**src/rtl/alu_arb_pkg.sv**
```systemverilog
// alu_arb_pkg: shared ALU function codes, arbiter FSM states and id width.
package alu_arb_pkg;
    localparam int REQ_ID_W = 1;
    localparam logic [2:0] FN_ADD = 3'b000;
    localparam logic [2:0] FN_SUB = 3'b001;
    localparam logic [2:0] FN_AND = 3'b010;
    localparam logic [2:0] FN_XOR = 3'b011;
    localparam logic [2:0] FN_NOT = 3'b100;
    localparam logic [2:0] FN_SHL = 3'b101;
    localparam logic [2:0] FN_SHR = 3'b110;
    typedef enum logic {IDLE, HOLD} state_e;
endpackage

```
**src/rtl/alu_arbiter_if.sv**
```systemverilog
// alu_arbiter_if: two requester valid/ready channels plus the tagged response channel.
// rsp_zero exists only when ALU_ZERO_FLAG_EN is defined.
interface alu_arbiter_if;
    import alu_arb_pkg::*;
    logic                req0_valid;
    logic                req0_ready;
    logic [7:0]          req0_a;
    logic [7:0]          req0_b;
    logic [2:0]          req0_func;
    logic                req1_valid;
    logic                req1_ready;
    logic [7:0]          req1_a;
    logic [7:0]          req1_b;
    logic [2:0]          req1_func;
    logic                rsp_valid;
    logic                rsp_ready;
    logic [7:0]          rsp_data;
    logic [REQ_ID_W-1:0] rsp_id;
`ifdef ALU_ZERO_FLAG_EN
    logic                rsp_zero;
`endif
    modport master (
        output req0_valid, req0_a, req0_b, req0_func,
        output req1_valid, req1_a, req1_b, req1_func, rsp_ready,
        input  req0_ready, req1_ready, rsp_valid, rsp_data, rsp_id
`ifdef ALU_ZERO_FLAG_EN
        , input rsp_zero
`endif
    );
    modport slave (
        input  req0_valid, req0_a, req0_b, req0_func,
        input  req1_valid, req1_a, req1_b, req1_func, rsp_ready,
        output req0_ready, req1_ready, rsp_valid, rsp_data, rsp_id
`ifdef ALU_ZERO_FLAG_EN
        , output rsp_zero
`endif
    );
endinterface

```
**src/rtl/ALU.sv**
```systemverilog
// ALU: 8-bit combinational ALU, carry/borrow discarded, shifts by 8 or more yield zero.
module ALU
    import alu_arb_pkg::*;
(
    input  logic [7:0] a,
    input  logic [7:0] b,
    input  logic [2:0] func,
    output logic [7:0] c
);
    always_comb begin
        c = 8'h00;
        case (func)
            FN_ADD: c = a + b;
            FN_SUB: c = a - b;
            FN_AND: c = a & b;
            FN_XOR: c = a ^ b;
            FN_NOT: c = ~a;
            FN_SHL: c = (|b[7:3]) ? 8'h00 : a << b[2:0];
            FN_SHR: c = (|b[7:3]) ? 8'h00 : a >> b[2:0];
            default: c = 8'h00;
        endcase
    end
endmodule

```
**src/rtl/alu_arbiter.sv**
```systemverilog
// alu_arbiter: shares one ALU between two requesters and holds the tagged result until taken.
// Optional rsp_zero flag enabled by defining ALU_ZERO_FLAG_EN.
module alu_arbiter
    import alu_arb_pkg::*;
#(
    parameter bit RR_EN = 1'b1
) (
    input logic          clk,
    input logic          rst,
    alu_arbiter_if.slave bus
);
    state_e              state_q, state_d;
    logic [7:0]          data_q, data_d;
    logic [REQ_ID_W-1:0] id_q, id_d, last_q, last_d, grant;
    logic [7:0]          alu_a, alu_b, alu_c;
    logic [2:0]          alu_func;
    logic                can_accept, accept;
`ifdef ALU_ZERO_FLAG_EN
    logic                zero_q, zero_d;
`endif

    ALU u_alu (.a(alu_a), .b(alu_b), .func(alu_func), .c(alu_c));

    always_comb begin
        can_accept = (state_q == IDLE) | bus.rsp_ready;
        grant = (bus.req0_valid & bus.req1_valid) ? (RR_EN ? ~last_q : '0) : bus.req1_valid;
        bus.req0_ready = ~grant[0] & bus.req0_valid & can_accept & ~rst;
        bus.req1_ready = grant[0] & bus.req1_valid & can_accept & ~rst;
        accept = bus.req0_ready | bus.req1_ready;
        alu_a = grant[0] ? bus.req1_a : bus.req0_a;
        alu_b = grant[0] ? bus.req1_b : bus.req0_b;
        alu_func = grant[0] ? bus.req1_func : bus.req0_func;
        // A new accept always lands in HOLD; an unaccepted held result stays put.
        state_d = (accept | (state_q == HOLD & ~bus.rsp_ready)) ? HOLD : IDLE;
        data_d = accept ? alu_c : data_q;
        id_d = accept ? grant : id_q;
        last_d = accept ? grant : last_q;
`ifdef ALU_ZERO_FLAG_EN
        zero_d = accept ? (alu_c == 8'h00) : zero_q;
`endif
    end

    always_ff @(posedge clk) begin
        if (rst) begin
            state_q <= IDLE;
            data_q  <= 8'h00;
            id_q    <= '0;
            last_q  <= '1;
`ifdef ALU_ZERO_FLAG_EN
            zero_q  <= 1'b0;
`endif
        end else begin
            state_q <= state_d;
            data_q  <= data_d;
            id_q    <= id_d;
            last_q  <= last_d;
`ifdef ALU_ZERO_FLAG_EN
            zero_q  <= zero_d;
`endif
        end
    end

    assign bus.rsp_valid = (state_q == HOLD);
    assign bus.rsp_data  = data_q;
    assign bus.rsp_id    = id_q;
`ifdef ALU_ZERO_FLAG_EN
    assign bus.rsp_zero  = zero_q;
`endif
endmodule

```
**src/flat_wrapper.sv**
```systemverilog
// flat-port wrapper written by rule: the top's interface ports become plain ports
module alu_arbiter_flat import alu_arb_pkg::*;
#(
    parameter bit RR_EN = 1'b1
)
  (clk, rst, bus_req0_valid, bus_req0_a, bus_req0_b, bus_req0_func, bus_req1_valid, bus_req1_a, bus_req1_b, bus_req1_func, bus_rsp_ready, bus_req0_ready, bus_req1_ready, bus_rsp_valid, bus_rsp_data, bus_rsp_id);
  alu_arbiter_if bus_i ();
  input logic clk;
  input logic rst;
  input wire logic [$bits(bus_i.req0_valid)-1:0] bus_req0_valid;
  input wire logic [$bits(bus_i.req0_a)-1:0] bus_req0_a;
  input wire logic [$bits(bus_i.req0_b)-1:0] bus_req0_b;
  input wire logic [$bits(bus_i.req0_func)-1:0] bus_req0_func;
  input wire logic [$bits(bus_i.req1_valid)-1:0] bus_req1_valid;
  input wire logic [$bits(bus_i.req1_a)-1:0] bus_req1_a;
  input wire logic [$bits(bus_i.req1_b)-1:0] bus_req1_b;
  input wire logic [$bits(bus_i.req1_func)-1:0] bus_req1_func;
  input wire logic [$bits(bus_i.rsp_ready)-1:0] bus_rsp_ready;
  output wire logic [$bits(bus_i.req0_ready)-1:0] bus_req0_ready;
  output wire logic [$bits(bus_i.req1_ready)-1:0] bus_req1_ready;
  output wire logic [$bits(bus_i.rsp_valid)-1:0] bus_rsp_valid;
  output wire logic [$bits(bus_i.rsp_data)-1:0] bus_rsp_data;
  output wire logic [$bits(bus_i.rsp_id)-1:0] bus_rsp_id;
  assign bus_i.req0_valid = bus_req0_valid;
  assign bus_i.req0_a = bus_req0_a;
  assign bus_i.req0_b = bus_req0_b;
  assign bus_i.req0_func = bus_req0_func;
  assign bus_i.req1_valid = bus_req1_valid;
  assign bus_i.req1_a = bus_req1_a;
  assign bus_i.req1_b = bus_req1_b;
  assign bus_i.req1_func = bus_req1_func;
  assign bus_i.rsp_ready = bus_rsp_ready;
  assign bus_req0_ready = bus_i.req0_ready;
  assign bus_req1_ready = bus_i.req1_ready;
  assign bus_rsp_valid = bus_i.rsp_valid;
  assign bus_rsp_data = bus_i.rsp_data;
  assign bus_rsp_id = bus_i.rsp_id;
  alu_arbiter #(.RR_EN(RR_EN)) u_core (.clk(clk), .rst(rst), .bus(bus_i));
endmodule
```
**config.mk**
```make
export PLATFORM = sky130hd
export DESIGN_NAME = alu_arbiter_flat
export DESIGN_NICKNAME = d
export VERILOG_FILES = /design/src/rtl/alu_arb_pkg.sv /design/src/rtl/alu_arbiter_if.sv /design/src/rtl/ALU.sv /design/src/rtl/alu_arbiter.sv /design/src/flat_wrapper.sv
export SDC_FILE = /design/constraint.sdc
export NUM_CORES = 1
export LEC_CHECK = 0
export BUFFER_PORTS_ARGS = -buffer_cell sky130_fd_sc_hd__buf_4
export CORE_MARGIN = 2
export CORE_UTILIZATION = 50
export CTS_CLUSTER_SIZE = 30
export DETAILED_ROUTE_END_ITERATION = 7
export PLACE_DENSITY = 0.85
export SYNTH_ARGS = -nofsm -noshare
export SYNTH_HDL_FRONTEND = slang
export SYNTH_SLANG_ARGS = --single-unit
```
**constraint.sdc**
```tcl
create_clock -name clk -period 7 [get_ports clk]
set_input_delay 0 -clock clk [delete_from_list [all_inputs] [get_ports clk]]
set_output_delay 0 -clock clk [all_outputs]
set_load 0.01 [all_outputs]
```
[Word level (Yosys, flattened, before mapping)]
Cells that the tools add are included.
Storage, ports and cells
  logic and storage cells: 43
  memory bits (read-only): 0
  bits in writable memories: 0
  bits in latches: 0
  bits of input ports: 43
  flip-flop bits (word level): 11
  output and inout port bits: 12
  memories: 0
Cells by class
  reductions and logical operators: 2
  $add $sub $neg: 2
  equal/unequal tests: 6
  multiplexer cells: 8
  shifts and indexed selects: 2
  magnitude comparators: 0
  div/mod/pow operators: 0
  $mul: 0
  bitwise gates (word level): 19
Operators with widths (count)
  case mux 8 bit (7 select lines): 1
  2-to-1 mux 8 bit: 4
  == test 3 bit, second input constant: 3
  adder 8 bit: 1
  bitwise AND 1 bit: 8
  bitwise AND 8 bit: 1
  NOT 8 bit: 1
  left shift 8 x 3 -> 8 bit: 1
  right shift 8 x 3 -> 8 bit: 1
  subtractor 8 bit: 1
  XOR 8 bit: 1
  == test 3 x 2 -> 1 bit, second input constant: 2
  NOT 1 bit: 5
  OR reduction 5 bit: 1
  == test 3 x 1 -> 1 bit, second input constant: 1
  zero test 3 bit: 1
  2-to-1 mux 3 bit: 1
  bitwise OR 1 bit: 3
  2-to-1 mux 1 bit: 2

[Longest topological paths before layout]
  depth in word-level cells: 9
  mapped depth: 15
  depth with buffers taken out: 13

[Modules after synthesis]
Synthesis repeated with hierarchy kept, for this count alone.
Unflattened totals
  cells, all modules: 256
  area, all modules: 2074.5 µm²
By module, submodules not included
  ALU: instances 1, cells each 180, sequential area each 0.0 µm², area each 1363.8 µm²
  alu_arbiter: instances 1, cells each 76, sequential area each 220.2 µm², area each 710.7 µm²

[Worst setup path after synthesis]
No wires, ideal clock.
  kind: register to register
  from: register u_core.last_q
  to: register u_core.data_q[7] (netlist: u_core.bus.rsp_data[7])
  arrival time: 2.837 ns
  required time: 6.926 ns
  setup time: 0.074 ns
  buffers on the path: 1
  stages on the path, launching flop included: 14
  period minus slack after synthesis: 2.911 ns
  slack: 4.089 ns
  cells stage by stage: dfxtp_1 a21boi_2 buf_2 mux2i_1 ha_1 nor2_1 xnor2_1 ha_1 nand3b_1 a31oi_1 nor2_1 o21a_1 or3_1 a31oi_1
On the way
  longest elaborated chain between the ends: 7
  elaborated cells on any way between the ends: 31
  classes of those cells: 2 x add/sub; 6 x eq/ne; 2 x shift; 7 x mux; 12 x bitwise; 2 x reduce/logical
Ends and longest elaborated chain
  start, declared: RTL line alu_arbiter.sv:14  | logic [REQ_ID_W-1:0] id_q, id_d, last_q, last_d, grant;
  start signal, assigned: RTL line alu_arbiter.sv:56  | last_q <= last_d;
  NOT 1 bit (*): RTL line alu_arbiter.sv:26  | grant = (bus.req0_valid & bus.req1_valid) ? (RR_EN ? ~last_q : '0) : bus.req1_valid;
  2-to-1 mux 1 bit (*): RTL line alu_arbiter.sv:26
  branches (longest 5 deep; another with subtractor 8 bit)
  end signal, assigned: RTL line alu_arbiter.sv:54  | data_q <= data_d;
  end, declared: RTL line alu_arbiter.sv:13  | logic [7:0] data_q, data_d;
Every way passes the cells marked *.
A chain may end at the register's enable or synchronous reset.

[Final worst setup path]
  from: register u_core.last_q
  to: register u_core.data_q[4] (netlist: u_core.bus.rsp_data[4])
The elaborated chain is that of the path after synthesis.

==> key figures <==
Synthesis
  – Avg Synthesized Cell Area: ~7.1 um^2
  – Share of flip-flops with an asynchronous set or reset: 0%
  – Post-synth EDFFs: 0
  – Post-synth top area cell: sky130_fd_sc_hd__mux2i_1
  – Number of flip-flops and latches in the synthesized netlist: 11
  – Dominant synthesized flop cell: sky130_fd_sc_hd__dfxtp_1
  – Share of Yosys cell area claimed by the top area cell type: about an eighth
  – Netlist area before placement: about 2800 um^2
  – Synth unique cells: 60
  – Cell count after synthesis: 391
  – YS warnings: 0
  – Fraction of the yosys area taken by sequential cells: 7.97%
  – Net Count, Synth: approximately 450
  – Synth top area cells: sky130_fd_sc_hd__mux2i_1 (12%), sky130_fd_sc_hd__nand2_1 (9.0%), sky130_fd_sc_hd__dfxtp_1 (8.0%)

STA
  – Final sum of negative setup slack: 0 ns
  – Fin worst setup slack: ~3.2 ns
  – Total setup violations reported at the end of the flow: 0
  – Unrepaired setup endpoints after global routing: no
  – Post-Route Skew: 0.000959 ns
  – Time the worst path needs with I/O delays and setup: between 3 and 4 ns
  – Achievable Freq: around 0.26 GHz
  – Total count of hold-check failures in the final report: 0
  – Transition time of the tightest slew-check pin: ~0.84 ns
  – Fin. max-slew vios: 0
  – Worst slew margin relative to its limit: 43.4%
  – Share of the clock period used by the worst path: 54.7%

Floorplanning
  – Die Span X: roughly 80 um
  – Cell row count: 27
  – Ports placed on the boundary: 55
  – Die Outline Area: 6130 um^2
  – Core ar.: about 5400 um^2
  – Initial standard-cell utilization of the core: 51.1%
  – DIE HEIGHT: ~78 um

Critical path
  – Crit path max-delay family: compound AO/OA/AOI/OAI gates
  – Required time of the critical path: between 7 and 8 ns
  – Nature of the critical path startpoint: register
  – Count of cells along the worst register-to-register path: 13
  – CP max stage delay: roughly 0.55 ns
  – Largest fanout on the critical path: 22
  – Number of buffer and inverter instances along the worst setup path: 1
  – Cell-by-cell listing of the critical path: a21boi_4 > buf_4 > mux2i_2 > nor2_1 > nand2_1 > o21ai_0 > fa_1 > a21o_1 > a21oi_1 > xor2_1 > o21ai_0 > a211oi_1 > o21ai_0
  – Nature of the critical path endpoint: register
  – Worst-path cell with the longest stage delay: sky130_fd_sc_hd__mux2i_2
  – Critical Setup Path Class: reg -> reg
  – CP dominant cell by count: sky130_fd_sc_hd__o21ai_0
  – Instance count on the critical path: 13
  – WP data arrival: 3.94 ns

Placement
  – Setup slack at placement: 3.25 ns
  – Count of port buffers added during placement: 54
  – Hpwl dp: 7220 um
  – Final weighted congestion of routability-driven global placement: ~0.99

Detailed routing
  – Routed wire length: around 9400 um
  – DRT iter0 DRCs: between 300 and 400
  – Via Count: between 3000 and 4000
  – Number of detailed-routing iterations run before antenna repair: 6
  – Antenna Violating Nets Remaining: 0
  – Detailed-route wire length per cell: between 15 and 20 um
  – Number of design rule violations left after detail routing: 0
  – Average vias per placed instance: 6.63

Global route
  – Gr usage total: between 20 and 30%
  – Total gr overflow: 0
  – Vias in the first global route: 2924
  – Largest net degree at the start of global routing: 54
  – First-pass GRT wire length: around 15000 um
  – Antenna violations before repair: 0

Cells and area
  – Net count, final: just under 500
  – Share of cells above drive strength 1: approximately 20%
  – Count of antenna diodes in the layout: 0
  – Fillers: approximately 540
  – Area growth from synthesis to final layout: 15.4%

Clocking
  – Clock Sinks: 11
  – Clock network latency to the later pin of the worst-skew pair: ~0.24 ns
  – CTS Buffer Depth: 2
  – Postcts setup bufs: 0
  – Cell at the root of the clock tree: sky130_fd_sc_hd__clkbuf_8
  – H-tree depth: 1
  – Clock transition at the registers of the reported paths: 0.05 ns
  – PostCTS Resize Cnt: 0
  – CTS tree: yes
  – Cts bufs inserted: 3
  – Hold_buf cts: 1

Worst hold path
  – Cells on Worst Hold Path: 3
  – Class of the tightest hold or removal check: in -> reg

Flow run
  – Max cap viols: 0

Power
  – Power density cells: 126 nW/um^2
  – VDD IR-drop max: just over 80 uV
  – Leakage power: 1.36 nW

Outcome
  – Result of the run: completed
## cell families (layout without fill, tap and decap cells)
group / count (synthesis) / count (layout) / share of synthesized area, %
AND/OR/NAND/NOR: 170 / 170 / 28.9
AO/OA/AOI/OAI: 94 / 94 / 22.5
multiplexers: 51 / 51 / 21.4
buffers and inverters: 34 / 71 / 6.71
adder cells (fa/ha/maj): 18 / 18 / 8.43
XOR/XNOR: 13 / 13 / 4.12
flip-flops: 11 / 11 / 7.97
## area by class of cell
cell class	instances	area (um^2)	share of cell area (%)
repair buffers	57	430	13.5
well taps	72	90.1	2.83
flip-flops and latches	11	220	6.91
inverters	10	37.5	1.18
multi-input cells	346	2360	74.2
clock buffers	4	45.0	1.41
## where the power goes
group	total [mW]	switching (mW)	internal [mW]
sequential	0.0721	0.00402	0.0680
clock	0.0642	0.0242	0.0400
combinational	0.264	0.153	0.111
total	0.400	0.182	0.219
## cells in the mapped netlist, drive strengths merged (2+ instances only)
library cell,instances
nand2,68
xor2,5
o221ai,4
nor4b,2
or3,3
o211ai,2
mux4,4
ha,17
a21oi,21
xnor2,8
nor3,28
a221oi,4
clkbuf,2
nand3b,6
o21ai,24
nand3,13
mux2i,36
a22oi,8
nand2b,6
nor2b,6
o21a,2
dfxtp,11
nor2,29
a211oi,4
buf,22
nor4,4
mux2,11
a31oi,8
o22ai,3
inv,10
or4,2
## worst register-to-register path, stage by stage (launching register included)
cell and delay [ns]:
sky130_fd_sc_hd__dfxtp_1 0.35, sky130_fd_sc_hd__a21boi_4 0.51, sky130_fd_sc_hd__buf_4 0.38, sky130_fd_sc_hd__mux2i_2 0.55
sky130_fd_sc_hd__nor2_1 0.22, sky130_fd_sc_hd__nand2_1 0.10, sky130_fd_sc_hd__o21ai_0 0.15, sky130_fd_sc_hd__fa_1 0.47
sky130_fd_sc_hd__a21o_1 0.17, sky130_fd_sc_hd__a21oi_1 0.22, sky130_fd_sc_hd__xor2_1 0.16, sky130_fd_sc_hd__o21ai_0 0.08
sky130_fd_sc_hd__a211oi_1 0.23, sky130_fd_sc_hd__o21ai_0 0.11
## registers in the layout, summed over array words and instances (netlist names)
signal and count:
u_core.bus.rsp_id 1, u_core.bus.rsp_valid 1, u_core.bus.rsp_data 8, u_core.last_q 1
## final timing paths
check / startpoint / to / slack (ns)
min reg2reg: u_core.bus.rsp_id / u_core.bus.rsp_id / 0.52
min: bus_req1_valid / u_core.last_q / 0.07
max reg2reg: u_core.last_q / u_core.bus.rsp_data[4] / 3.17
max: u_core.last_q / u_core.bus.rsp_data[4] / 3.17
## stage by stage
step | total power, mW | utilization, % | hold WS [ns] | instance area [um^2] | cells
after detailed placement | 0.329 | 57.9 | 0.248 | 3130 | 495
after floorplan | 0.252 | - | 0.117 | 2760 | 391
after global placement | 0.321 | 57.9 | 0.250 | 3130 | 495
final | 0.400 | 59.0 | 0.0693 | 3190 | 500
after CTS | 0.394 | 59.0 | 0.0744 | 3190 | 500
after global routing | 0.425 | 59.0 | 0.110 | 3190 | 500
## layer usage
| metal | wire length, um | global-route usage [%] | part of all wire, % |
|---|---|---|---|
| met1 | 3930 | 41.3 | 42 |
| met2 | 4380 | 48.9 | 47 |
| met3 | 878 | 4.37 | 9.4 |
| met4 | 191 | 6.49 | 2.0 |
| met5 | 0 | 0 | 0 |
## cell usage in the layout, fill, tap and decap left out, drive strengths merged, types with 3 or more instances in the layout
master / n
a211oi: 4
a21oi: 21
a221oi: 4
a22oi: 8
a31oi: 8
buf: 56
clkbuf: 4
dfxtp: 11
ha: 17
inv: 10
mux2: 11
mux2i: 36
mux4: 4
nand2: 68
nand2b: 6
nand3: 13
nand3b: 6
nor2: 29
nor2b: 6
nor3: 28
nor4: 4
o21ai: 24
o221ai: 4
o22ai: 3
or3: 3
xnor2: 8
xor2: 5
Power figures use the tool's default switching activity.
